===== config.mk =====
export PLATFORM = sky130hd
export DESIGN_NAME = ppg_seq_channel_flat
export DESIGN_NICKNAME = d
export VERILOG_FILES = /design/src/rtl/ppg_pkg.sv /design/src/rtl/ppg_seq_channel_if.sv /design/src/rtl/ppg_pattern_ram.sv /design/src/rtl/ppg_seq_channel.sv /design/src/flat_wrapper.sv
export SDC_FILE = /design/constraint.sdc
export NUM_CORES = 1
export LEC_CHECK = 0
export CORE_MARGIN = 2
export CORE_UTILIZATION = 40
export DETAILED_ROUTE_END_ITERATION = 6
export DONT_BUFFER_PORTS = 1
export GPL_ROUTABILITY_DRIVEN = 0
export PLACE_DENSITY = 0.55
export SLEW_MARGIN = 30
export SYNTH_ARGS = -nofsm -noshare
export SYNTH_HDL_FRONTEND = slang
export SYNTH_HIERARCHICAL = 1
export SYNTH_SLANG_ARGS = --single-unit

===== constraint.sdc =====
create_clock -name clk_fast -period 3.15 [get_ports clk_fast]
set_clock_uncertainty 0.15 [all_clocks]
set_input_delay 0.945 -clock clk_fast [delete_from_list [all_inputs] [get_ports clk_fast]]
set_output_delay 0.945 -clock clk_fast [all_outputs]
set_load 0.005 [all_outputs]

===== src/rtl/ppg_pkg.sv =====
// rtl/ppg_pkg.sv - shared sizes, entry layout and FSM encoding for the pulse-pattern sequencer
package ppg_pkg;

  localparam int DEPTH   = 16;
  localparam int DURW    = 12;
  localparam int REPW    = 8;
  localparam int AW      = $clog2(DEPTH);
  localparam int ENTW    = DURW + 1;

  // Entry layout: level bit on top, hold duration below it.
  localparam int LVL_BIT = DURW;
  localparam int DUR_MSB = DURW - 1;

  localparam logic [0:0] ST_IDLE = 1'b0;
  localparam logic [0:0] ST_RUN  = 1'b1;

  // Index of the entry that follows cur, wrapping to 0 after the last one.
  function automatic logic [AW-1:0] next_idx(input logic [AW-1:0] cur, input logic [AW-1:0] last);
    return (cur == last) ? '0 : cur + AW'(1);
  endfunction

endpackage


===== src/rtl/ppg_seq_channel_if.sv =====
// rtl/ppg_seq_channel_if.sv - configuration, control and output bundle of one sequencer channel
interface ppg_seq_channel_if;
  import ppg_pkg::*;

  logic            cfg_we;
  logic [AW-1:0]   cfg_addr;
  logic [ENTW-1:0] cfg_wdata;
  logic [AW-1:0]   cfg_len;
  logic [REPW-1:0] cfg_rep;
  logic            idle_lvl;
  logic            start;
  logic            abort;
  logic            cki;
  logic            busy;
  logic            done;
  logic [AW-1:0]   cur_idx;

  modport master (
    output cfg_we, cfg_addr, cfg_wdata, cfg_len, cfg_rep, idle_lvl, start, abort,
    input  cki, busy, done, cur_idx
  );

  modport slave (
    input  cfg_we, cfg_addr, cfg_wdata, cfg_len, cfg_rep, idle_lvl, start, abort,
    output cki, busy, done, cur_idx
  );

endinterface


===== src/rtl/ppg_pattern_ram.sv =====
// rtl/ppg_pattern_ram.sv - pattern storage, synchronous write and asynchronous read, no reset
module ppg_pattern_ram
  import ppg_pkg::*;
(
  input  logic            clk_fast,
  input  logic            we,
  input  logic [AW-1:0]   waddr,
  input  logic [ENTW-1:0] wdata,
  input  logic [AW-1:0]   raddr,
  output logic [ENTW-1:0] rdata
);

  logic [ENTW-1:0] mem [DEPTH];

  // Store one (level, duration) entry per write strobe.
  always_ff @(posedge clk_fast) begin
    if (we) mem[waddr] <= wdata;
  end

  assign rdata = mem[raddr];

endmodule


===== src/rtl/ppg_seq_channel.sv =====
// rtl/ppg_seq_channel.sv - single-channel pulse-pattern sequencer driving cki level changes
module ppg_seq_channel
  import ppg_pkg::*;
(
  input  logic               clk_fast,
  input  logic               rstn,
  ppg_seq_channel_if.slave   bus
);

  logic [0:0]      state;
  logic [DURW-1:0] hold;
  logic [REPW-1:0] pass_left;
  logic [AW-1:0]   len_q;
  logic [AW-1:0]   idx;
  logic            cki_q;
  logic            busy_q;
  logic            done_q;

  logic [AW-1:0]   rd_addr;
  logic [ENTW-1:0] rd_data;
  logic            ram_we;

  // While idle the read port presents entry 0 for the start load; while running it
  // presents the entry that follows the current one so the next load has no gap.
  assign rd_addr = (state == ST_RUN) ? next_idx(idx, len_q) : '0;
  assign ram_we  = bus.cfg_we && (state == ST_IDLE);

  ppg_pattern_ram u_ram (
    .clk_fast (clk_fast),
    .we       (ram_we),
    .waddr    (bus.cfg_addr),
    .wdata    (bus.cfg_wdata),
    .raddr    (rd_addr),
    .rdata    (rd_data)
  );

  // Sequencer FSM: hold counter, entry index, pass counter and registered outputs.
  always_ff @(posedge clk_fast or negedge rstn) begin
    if (!rstn) begin
      state     <= ST_IDLE;
      hold      <= '0;
      pass_left <= '0;
      len_q     <= '0;
      idx       <= '0;
      cki_q     <= 1'b0;
      busy_q    <= 1'b0;
      done_q    <= 1'b0;
    end else begin
      done_q <= 1'b0;
      if (bus.abort) begin
        state  <= ST_IDLE;
        busy_q <= 1'b0;
        idx    <= '0;
        cki_q  <= bus.idle_lvl;
      end else if (state == ST_IDLE) begin
        cki_q <= bus.idle_lvl;
        if (bus.start) begin
          state     <= ST_RUN;
          busy_q    <= 1'b1;
          idx       <= '0;
          len_q     <= bus.cfg_len;
          pass_left <= bus.cfg_rep;
          cki_q     <= rd_data[LVL_BIT];
          hold      <= rd_data[DUR_MSB:0];
        end
      end else if (hold != '0) begin
        hold <= hold - DURW'(1);
      end else if ((idx != len_q) || (pass_left != '0)) begin
        // Advance to the next entry, or wrap to entry 0 when another pass remains.
        if (idx == len_q) pass_left <= pass_left - REPW'(1);
        idx   <= rd_addr;
        cki_q <= rd_data[LVL_BIT];
        hold  <= rd_data[DUR_MSB:0];
      end else begin
        state  <= ST_IDLE;
        busy_q <= 1'b0;
        idx    <= '0;
        cki_q  <= bus.idle_lvl;
        done_q <= 1'b1;
      end
    end
  end

  assign bus.cki     = cki_q;
  assign bus.busy    = busy_q;
  assign bus.done    = done_q;
  assign bus.cur_idx = idx;

endmodule

===== src/flat_wrapper.sv =====
// flat-port wrapper written by rule: the top's interface ports become plain ports
module ppg_seq_channel_flat import ppg_pkg::*;
  (clk_fast, rstn, bus_cfg_we, bus_cfg_addr, bus_cfg_wdata, bus_cfg_len, bus_cfg_rep, bus_idle_lvl, bus_start, bus_abort, bus_cki, bus_busy, bus_done, bus_cur_idx);
  ppg_seq_channel_if bus_i ();
  input  logic clk_fast;
  input  logic rstn;
  input wire logic [$bits(bus_i.cfg_we)-1:0] bus_cfg_we;
  input wire logic [$bits(bus_i.cfg_addr)-1:0] bus_cfg_addr;
  input wire logic [$bits(bus_i.cfg_wdata)-1:0] bus_cfg_wdata;
  input wire logic [$bits(bus_i.cfg_len)-1:0] bus_cfg_len;
  input wire logic [$bits(bus_i.cfg_rep)-1:0] bus_cfg_rep;
  input wire logic [$bits(bus_i.idle_lvl)-1:0] bus_idle_lvl;
  input wire logic [$bits(bus_i.start)-1:0] bus_start;
  input wire logic [$bits(bus_i.abort)-1:0] bus_abort;
  output wire logic [$bits(bus_i.cki)-1:0] bus_cki;
  output wire logic [$bits(bus_i.busy)-1:0] bus_busy;
  output wire logic [$bits(bus_i.done)-1:0] bus_done;
  output wire logic [$bits(bus_i.cur_idx)-1:0] bus_cur_idx;
  assign bus_i.cfg_we = bus_cfg_we;
  assign bus_i.cfg_addr = bus_cfg_addr;
  assign bus_i.cfg_wdata = bus_cfg_wdata;
  assign bus_i.cfg_len = bus_cfg_len;
  assign bus_i.cfg_rep = bus_cfg_rep;
  assign bus_i.idle_lvl = bus_idle_lvl;
  assign bus_i.start = bus_start;
  assign bus_i.abort = bus_abort;
  assign bus_cki = bus_i.cki;
  assign bus_busy = bus_i.busy;
  assign bus_done = bus_i.done;
  assign bus_cur_idx = bus_i.cur_idx;
  ppg_seq_channel u_core (.clk_fast(clk_fast), .rstn(rstn), .bus(bus_i));
endmodule

After elaboration in Yosys (flattened, before gate mapping) --
Memories as Yosys holds them, arrays and structs flattened. Cells that the tools add are included.
Cells by class: add/sub/neg operators 3, equality and inequality tests 8, mux-type cells 37, bitwise operators 2, reductions and logical operators 11
Operators with widths (count):
- $mux 12 | 4
- $mux 8 | 5
- $mux 4 | 7
- $mux 1 | 21
- $reduce_bool 12->1 | 1
- $sub 12x1->12 const B | 1
- $ne 3x3->1 const B | 3
- $reduce_and 3->1 | 3
- $reduce_bool 8->1 | 1
- $sub 8x1->8 const B | 1
- $ne 2x2->1 const B | 3
- $reduce_and 5->1 | 1
- $add 4x1->4 const B | 1
- $eq 4x4->1 | 1
- $ne 4x4->1 | 1
- $reduce_bool 3->1 | 1
- $not 1->1 | 2
- $reduce_and 2->1 | 1
- $reduce_bool 2->1 | 1
- $logic_and 1x1->1 | 1
- $logic_or 1x1->1 | 1
Storage, ports and cells: register bits 32, bits in writable memories 208, bits of input ports 35, output and inout bits 7, logic and storage cells 70, memories kept 1
Memory list:
- u_core.u_ram.mem | depth 16, width 13, read ports 1, clocked after Yosys merged registers in 0, write ports 1, line ppg_pattern_ram.sv:13 | logic [ENTW-1:0] mem [DEPTH];

Depth between registers and ports, before layout --
Gate-level depths: netlist of run 1. An unclocked memory read counts as a cell.
word-level depth 8, depth in mapped cells 11, depth with buffers taken out 9

Cells and area by module --
The synthesis of run 1 kept the hierarchy.
Modules (own cells, without submodules):
- ppg_pattern_ram | instances 1, cells each 342, area an instance 7982.7 µm², sequential area each 6246.0 µm²
- ppg_seq_channel | instances 1, cells each 234, area an instance 1995.7 µm², sequential area each 800.8 µm²

Worst setup path before layout of run 1 --
Ideal clock, no wire load.
kind input -> register, start input port bus_cfg_we, end memory u_core/u_ram/mem[0][0] (netlist name) (enable), library setup time 399 ps, arrival time 2587 ps, data required time 2601 ps, path slack 13 ps, stages 3, path buffers 0, path through nor2b_1 or3b_2 nor3_1
On the way: word-level cells in the longest chain between the ends 3
Ends and longest elaborated chain:
- from (decl) | line flat_wrapper.sv:7 | input wire logic [$bits(bus_i.cfg_we)-1:0] bus_cfg_we;
- $logic_and 1x1->1 | line ppg_seq_channel.sv:26 | assign ram_we = bus.cfg_we && (state == ST_IDLE);
- $mux 1 | line ppg_pattern_ram.sv:17 | if (we) mem[waddr] <= wdata;
- $mux 1 (implied by the code) | line ppg_pattern_ram.sv:17
- to (decl) | line ppg_pattern_ram.sv:13
No other way between the ends.

Worst setup path in the final report of run 1 --
start register u_core.idx[2] (netlist: u_core/bus.cur_idx[2]), end register u_core.hold[9]
On the way: word-level cells in the longest chain between the ends 7, elaborated cells on any way between the ends 13, classes of those cells add/sub (1); eq/ne (3); mux (6); reduce/logical (2); memory (1)
Ends and longest elaborated chain:
- from (decl) | line ppg_seq_channel.sv:14 | logic [AW-1:0] idx;
- from (signal assigned) | line ppg_seq_channel.sv:71 | idx <= rd_addr;
- $eq 4x4->1 * | line ppg_pkg.sv:19 | return (cur == last) ? '0 : cur + AW'(1);
- $mux 4 * | line ppg_pkg.sv:19
- $mux 4 * | line ppg_seq_channel.sv:25 | assign rd_addr = (state == ST_RUN) ? next_idx(idx, len_q) : '0;
- via u_core.rd_addr[1] | line ppg_seq_channel.sv:19 | logic [AW-1:0] rd_addr;
- $mem_v2 16x13 *
- via u_core.rd_data[9] | line ppg_seq_channel.sv:20 | logic [ENTW-1:0] rd_data;
- $mux 12 | line ppg_seq_channel.sv:68 | end else if ((idx != len_q) || (pass_left != '0)) begin
- $mux 12 | line ppg_seq_channel.sv:66 | end else if (hold != '0) begin
- $mux 12 * | line ppg_seq_channel.sv:55 | end else if (state == ST_IDLE) begin
- to (signal assigned) | line ppg_seq_channel.sv:64 | hold <= rd_data[DUR_MSB:0];
- to (signal assigned) | line ppg_seq_channel.sv:67 | hold <= hold - DURW'(1);
- to (signal assigned) | line ppg_seq_channel.sv:73 | hold <= rd_data[DUR_MSB:0];
- to (decl) | line ppg_seq_channel.sv:11 | logic [DURW-1:0] hold;
The timed path passes the listed nets; every way through them passes the cells marked *. The select of a mux whose other input is x is not followed. A chain may end at the register's enable or synchronous reset.

==> results of run 1 <==
==> cell families (layout without fill, tap and decap cells) <==
family          count (synthesis)  after routing
fa+ha+maj                       4              4
xor+xnor                        6              6
compound gates                 94             94
flops                         240            240
mux                            57             57
buf+inv                        33            107
simple gates                  142            142
==> per-layer routing <==
layer,routed length [um],vias to the layer above,global-route usage (%)
li1,-,2455,-
met1,9927,2904,24.51
met2,11100,168,28.61
met3,1595,38,3.856
met4,457,0,4.385
met5,0,-,0
==> what timing repair did <==
| item | 4_1_cts | 5_1_grt |
|---|---|---|
| gates resized for setup | 0 | 6 |
| endpoints found under the hold margin | 32 | 0 |
| cloned | 0 | 1 |
| endpoints found under the setup margin | 7 | 4 |
| pin swaps | 1 | 0 |
| buffers inserted | 2 | 0 |
| hold buffers | 1 | 0 |
==> flip-flops by register name (all words and copies together), names as in the netlist <==
register            cells
u_core/bus.busy         1
u_core/bus.cki          1
u_core/bus.cur_idx      4
u_core/bus.done         1
u_core/hold            12
u_core/len_q            4
u_core/pass_left        8
u_core/state            1
u_core/u_ram/mem      208
==> worst max-delay path, delay by kind of cell (launching register included) <==
family                    cells  cell delay [ps]
DFF                           1              390
xor gates and xnor gates      1              170
buffers and inverters         2              310
and+or+nand+nor               4              940
AOI/OAI and AO/OA             3              610
muxes                         1              350
==> through the flow <==
step,cells,hold WS [ps]
3_3_place_gp,921,331.5
2_1_floorplan,576,315.2
3_5_place_dp,922,359.9
6_report,974,102.9
4_1_cts,973,88.08
5_1_grt,974,92.44
==> cell type report <==
class	count	area (um2)	area share (%)
clock buffer	35	725.7	6.214
clock inverter	13	178.9	1.532
inverter	9	33.78	0.2893
multi-input combinational	303	2813	24.08
sequential	240	7047	60.34
tap	324	405.4	3.471
timing repair buffer	50	475.5	4.071
==> power by group through the flow <==
| stage | registers, mW | logic, mW | clock network [mW] |
|---|---|---|---|
| after floorplan | 3.68 | 0.396 | 0 |
| after global placement | 3.70 | 0.505 | 0 |
| after detailed placement | 3.71 | 0.534 | 0 |
| after CTS | 3.65 | 0.557 | 3.23 |
| after global routing | 3.66 | 0.611 | 3.37 |
| final | 3.65 | 0.559 | 3.18 |
==> layout by cell type (no fill, tap or decap), types with 8 or more instances in the layout <==
cell type | Yosys | final
nand3_1 | 10 | 10
nor2_1 | 35 | 34
edfxtp_1 | 208 | 208
clkbuf_16 | 0 | 28
buf_4 | 2 | 43
nor3_1 | 13 | 9
mux4_2 | 28 | 29
o21ai_0 | 27 | 27
nand2_1 | 41 | 41
a22oi_1 | 26 | 22
dfrtp_1 | 32 | 32
a21oi_1 | 12 | 12
mux4_1 | 24 | 23
inv_1 | 8 | 8
==> path summary, 6_finish.rpt <==
path                       slack (ps)                                 to                         startpoint
min in group clk_fast             340  u_core/bus.cur_idx[1]$_DFFE_PN0P_                          bus_abort
max                                90         u_core/hold[9]$_DFFE_PN0P_  u_core/bus.cur_idx[2]$_DFFE_PN0P_
min                               100         u_core/hold[3]$_DFFE_PN0P_                               rstn
min reg2reg                       370        u_core/len_q[3]$_DFFE_PN0P_        u_core/len_q[3]$_DFFE_PN0P_
max reg2reg                        90         u_core/hold[9]$_DFFE_PN0P_  u_core/bus.cur_idx[2]$_DFFE_PN0P_
max in group asynchronous        2570    u_core/pass_left[0]$_DFFE_PN0P_                               rstn
==> impl_metrics.yaml, run 1 <==
timing:
  timing.slew.headroom_pct: 40.45
  min_period_over_period_pct: 97.12
  setup_violations: 0
  fin_tns_setup_ps: 0
  slew_violations: 0
  fmax_ghz: 0.3269
  rsz0062_at_grt: "no"
  tightest_slew_ps: 889.0
  setup_ws_ps: 90.58
  min_period_ps: 3059
  hold_violations: 0
floorplan:
  rows: 57
  die_area_um2: 26220
  num_io_pins: 42
  core_um2: 24390
  die_y_um: 161.9
  start_util_pct: 40.91
  die_w_um: 161.9
yosys:
  synth.mux.area_fraction_pct: 13.19
  ys_ff_latch: 240
  synth-warning-count: 6
  synth_most_common_cell: "edfxtp_1"
  synth_area_leaders: "edfxtp_1 63%, dfrtp_1 8.0%, mux4_1 6.3%"
  synth_area_per_cell_um2: 17.32
  synth-edff-count: 208
  synthFlopType: "edfxtp_1"
  synth.top_cell.area_share_pct: 62.60
  syn_nets: 615
  yosysSeqAreaShare_pct: 70.62
  synth_fa_ha_area_share_pct: 0.5016
  yosysTopAreaCell: "edfxtp_1"
  synth-xor-area-share_pct: 0.5266
  synthArstFlopShare_pct: 13.33
  synthCells: 576
  synth.distinct_cells: 57
  synthSimpleGateAreaFrac_pct: 7.085
  synth-compound-area-share_pct: 6.370
  synthTopCellsByCount: "208 x edfxtp_1, 41 x nand2_1, 35 x nor2_1, 32 x dfrtp_1, 28 x mux4_2"
  synth_top_family_by_area: "multiplexers"
  synth_area_um2: 9978
place:
  numPortBuffers: 0
  dp_hpwl_um: 14250
  post_dp_cell_area_um2: 10680
  place_ws_ps: -187.9
global_routing:
  grt_usage_pct: 17.64
  grt_start_max_net_pins: 54
  grt.overflow.total: 0
  antenna_found_initial: 0
  grt_pass1_vias: 5762
  grt_pass1_wl_um: 34790
power_and_ir_drop:
  p_leak_nw: 3.909
  seqPwrFrac_pct: 49.4
  p_clk_share_pct: 43.0
  vdd_drop_max_v: 0.0003995
  power_mw: 7.386
  power_frac_comb_pct: 7.6
  swShare_pct: 21.74
  cellPowerDensity_nw_per_um2: 632.4
  intPower_mw: 5.780
  p_switching_mw: 1.606
clock_network:
  numCtsBuffers: 26
  clk_pin_slew_ps: 60
  cts_tree: "done"
  cts.sinks: 240
  root_buffer: "clkbuf_16"
  cts-htree-levels: 1
  clockBufferDepth: 3
  clk_latency_ps: 520
drt:
  viasPerCell: 5.714
  detail_route.wl_per_cell_um: 23.69
  wl_um: 23080
  drt_first_pass_iters: 4
  drcViolationCount: 0
  vias: 5565
  ant_nets: 0
  first_iter_violations: 533
worst_setup_path:
  start_kind: "register"
  end_kind: "register"
  crit_chain: "xor2_1 > buf_4 > or4_4 > and3_4 > buf_12 > mux4_2 > a22oi_2 > nand2_1 > nand2_1 > o41ai_1 > a221o_1"
  cp.required_ps: 3410
  max_stage_delay_ps: 570
  cp_max_fo: 27
  crit_top_cell: "nand2_1"
  cp.arrival_ps: 3320
  crit_type: "register to register"
  slowest_stage: "or4_4"
  r2r_cells: 11
layout:
  nFillCells: 2060
  final_nets: 669
  design_area_um2: 11680
  post-route-util_pct: 47.88
  n_antenna_cell: 0
  syn_to_final_growth_pct: 17.04
  drive_gt1_share_pct: 22.46
job:
  max_cap_viol_count: 0
hold_path:
  hold_class: "input pin to async pin"
run_status:
  status: "finished, final reports clean"
Note: power is estimated with default switching activity, not from simulation.
==> inputs of run 2 (changes only) <==
Settings changed: CAP_MARGIN set to 20, CTS_CLUSTER_SIZE set to 25.
==> results of run 2 <==
Same layout as run 1: the final DEF is identical, and so are final timing and power.
==> inputs of run 3 (changes only) <==
Settings changed: ABC_AREA set to 1, PLACE_DENSITY 0.55 to 0.53.
Clock period 3.15 ns to 3.2 ns, I/O delays scaled along.
==> run 3 against run 2 <==
Net effect:
- the flow now finishes with violations (DRC)
- first-iteration DRC count grew 15%
- fmax grew 12%
- highest routed layer unchanged
- worst hold slack lost 17 ps
- wire length grew 20%
- worst setup slack gained 370 ps
- clock power shrank 3%
- largest power group unchanged
- design area grew 7.6%
- count of clock-buffer cells in the layout shrank 5
==> impl_metrics.yaml, run 3 <==
worst_setup_path:
  r2r-start: "u_core/bus.cur_idx[2]$_DFFE_PN0P_"
  r2r_cells: 18
  start_kind: "register"
  slowest_stage: "dfrtp_1"
  end_kind: "register"
  crit_chain: "xnor2_1 > nand2_1 > o21ai_2 > inv_1 > nand2_1 > clkinv_2 > inv_4 > buf_12 > nand2_1 > nand2_1 > nand2_1 > nand3_1 > nand3_1 > nand2_1 > inv_1 > nand2_1 > nand3_1 > o21ai_1"
  cp.required_ps: 3530
  crit_type: "register to register"
  cp.arrival_ps: 3060
  r2r_slack_ps: 470
  max_stage_delay_ps: 450
  crit_top_cell: "nand2_1"
  cp_max_fo: 24
  r2r_end: "u_core/hold[11]$_DFFE_PN0P_"
yosys:
  synth.distinct_cells: 32
  synthArstFlopShare_pct: 13.33
  syn_nets: 1229
  synth_area_um2: 11150
  synth-warning-count: 6
  synth_area_leaders: "edfxtp_1 56%, nand2_1 14%, nand3_1 7.9%"
  synthFlopType: "edfxtp_1"
  synth_most_common_cell: "nand2_1"
  synth_area_per_cell_um2: 9.373
  ys_ff_latch: 240
  yosysTopAreaCell: "edfxtp_1"
  yosysSeqAreaShare_pct: 63.17
  synthTopCellsByCount: "415 x nand2_1, 208 x edfxtp_1, 199 x inv_1, 176 x nand3_1, 52 x nor2_1"
  synthCells: 1190
  synth.top_cell.area_share_pct: 56.00
  synth-edff-count: 208
clock_network:
  clockBufferDepth: 3
  root_buffer: "clkbuf_16"
  cts-htree-levels: 1
  clk_pin_slew_ps: 60
  numCtsBuffers: 27
  clk_latency_ps: 550
  ctsResizeCount: 0
  cts.sinks: 240
  hold_buffers: 1
  cts_tree: "done"
  cts_setup_buffers: 0
layout:
  regMostFlops: "u_core/u_ram/mem"
  multi_input_area_um2: 3045
  layout_commonest_cell: "nand2_1"
  seq_area_um2: 7047
  drive_gt1_share_pct: 8.123
  final_nets: 1250
  n_antenna_cell: 0
  syn_to_final_growth_pct: 12.69
  reg_top3: "u_core/u_ram/mem (208), u_core/hold (12), u_core/pass_left (8)"
  largest_reg_flops: 208
  nFillCells: 2710
  final_cell_mix: "415 x nand2_1, 208 x edfxtp_1, 197 x inv_1, 176 x nand3_1, 51 x nor2_1"
drt:
  wl_um: 27630
  viasPerCell: 4.761
  detail_route.wl_per_cell_um: 17.17
  vias: 7661
  first_iter_violations: 613
  drt_first_pass_iters: 7
  drcViolationCount: 3
  ant_nets: 0
place:
  numPortBuffers: 0
  place_ws_ps: 468.5
  dp_hpwl_um: 16700
timing:
  setup_violations: 0
  min_period_ps: 2735
  fmax_ghz: 0.3657
  setup_ws_ps: 465.3
  rsz0062_at_grt: "no"
  timing.slew.headroom_pct: 61.32
  tightest_slew_ps: 579.5
  fin_tns_setup_ps: 0
  min_period_over_period_pct: 85.46
  slew_violations: 0
  hold_violations: 0
power_and_ir_drop:
  vdd_drop_max_v: 0.0004043
  cellPowerDensity_nw_per_um2: 587.8
  p_leak_nw: 5.566
run_status:
  violations: "DRC"
  status: "finished, violations left"
global_routing:
  grt_usage_pct: 19.38
  grt_pass1_wl_um: 42440
  grt.overflow.total: 0
  antenna_found_initial: 0
  grt_start_max_net_pins: 105
  grt_pass1_vias: 7300
floorplan:
  core_um2: 27630
  die_w_um: 171.0
  die_area_um2: 29240
  num_io_pins: 42
  rows: 61
  start_util_pct: 40.37
  die_y_um: 171.0
hold_path:
  hold_class: "input pin to async pin"
job:
  max_cap_viol_count: 0
-- run 3: per-layer routing --
| metal | GRT usage [%] | wire length [um] | vias to the layer above |
|---|---|---|---|
| met3 | 2.868 | 1432 | 41 |
| li1 | - | - | 3832 |
| met2 | 31.89 | 13030 | 173 |
| met1 | 27.18 | 12640 | 3615 |
| met5 | 0 | 0 | - |
| met4 | 4.532 | 531 | 0 |
-- run 3: logic make-up (layout without fill, tap and decap cells) --
group                      after synthesis  count (layout)  synth area share [%]
and+or+nand+nor                        661             661                 24.74
buffers and inverters                  251             292                 9.546
DFF                                    240             240                 63.17
AOI/OAI and AO/OA                       21              21                 1.021
xor gates and xnor gates                11              11                0.8637
adders and majority gates                4               4                0.4487
muxes                                    2               2                0.2019
-- run 3: metrics by stage --
stage	hold WS (ps)	std cells	power (mW)	util, %	instance area, um2
floorplan	291.9	1190	4.203	-	11150
global placement	308.7	1559	4.365	42.23	11670
detailed placement	318.7	1559	4.367	42.23	11670
CTS	71.74	1609	7.466	45.49	12570
global route	75.78	1609	7.709	45.49	12570
finish	85.49	1609	7.389	45.49	12570
-- run 3: critical path: cells and delay by family (launching register included) --
kind / cells / cell delay [ps]
compound gates: 2 / 360
buf+inv: 5 / 670
xor+xnor: 1 / 180
simple gates: 10 / 820
flops: 1 / 450
-- run 3: worst max-delay path by stage --
| stage | endpoint | start | depth (start not counted) |
|---|---|---|---|
| 2_1_floorplan | u_core/u_ram/mem[12][0]$_DFFE_PP_ | bus_cfg_we | 4 |
| 3_3_place_gp | u_core/hold[11]$_DFFE_PN0P_ | u_core/bus.cur_idx[0]$_DFFE_PN0P_ | 20 |
| 3_5_place_dp | u_core/hold[10]$_DFFE_PN0P_ | u_core/bus.cur_idx[0]$_DFFE_PN0P_ | 19 |
| 4_1_cts | u_core/hold[11]$_DFFE_PN0P_ | u_core/bus.cur_idx[2]$_DFFE_PN0P_ | 18 |
| 5_1_grt | u_core/hold[11]$_DFFE_PN0P_ | u_core/bus.cur_idx[0]$_DFFE_PN0P_ | 20 |
| 6_report | u_core/hold[11]$_DFFE_PN0P_ | u_core/bus.cur_idx[2]$_DFFE_PN0P_ | 18 |
-- run 3: report_power, final --
group | internal (mW) | switching (mW) | total [mW]
logic | 0.254 | 0.485 | 0.739
clock network | 1.80 | 1.28 | 3.07
registers | 3.50 | 0.0725 | 3.58
-- run 3: layout make-up --
type	count	area share [%]
Timing Repair Buffer	38	2.767
Sequential cell	240	56.06
Clock inverter	19	1.543
Inverter	205	6.172
Clock buffer	30	5.465
Tap cell	378	3.763
Multi-Input combinational cell	699	24.23
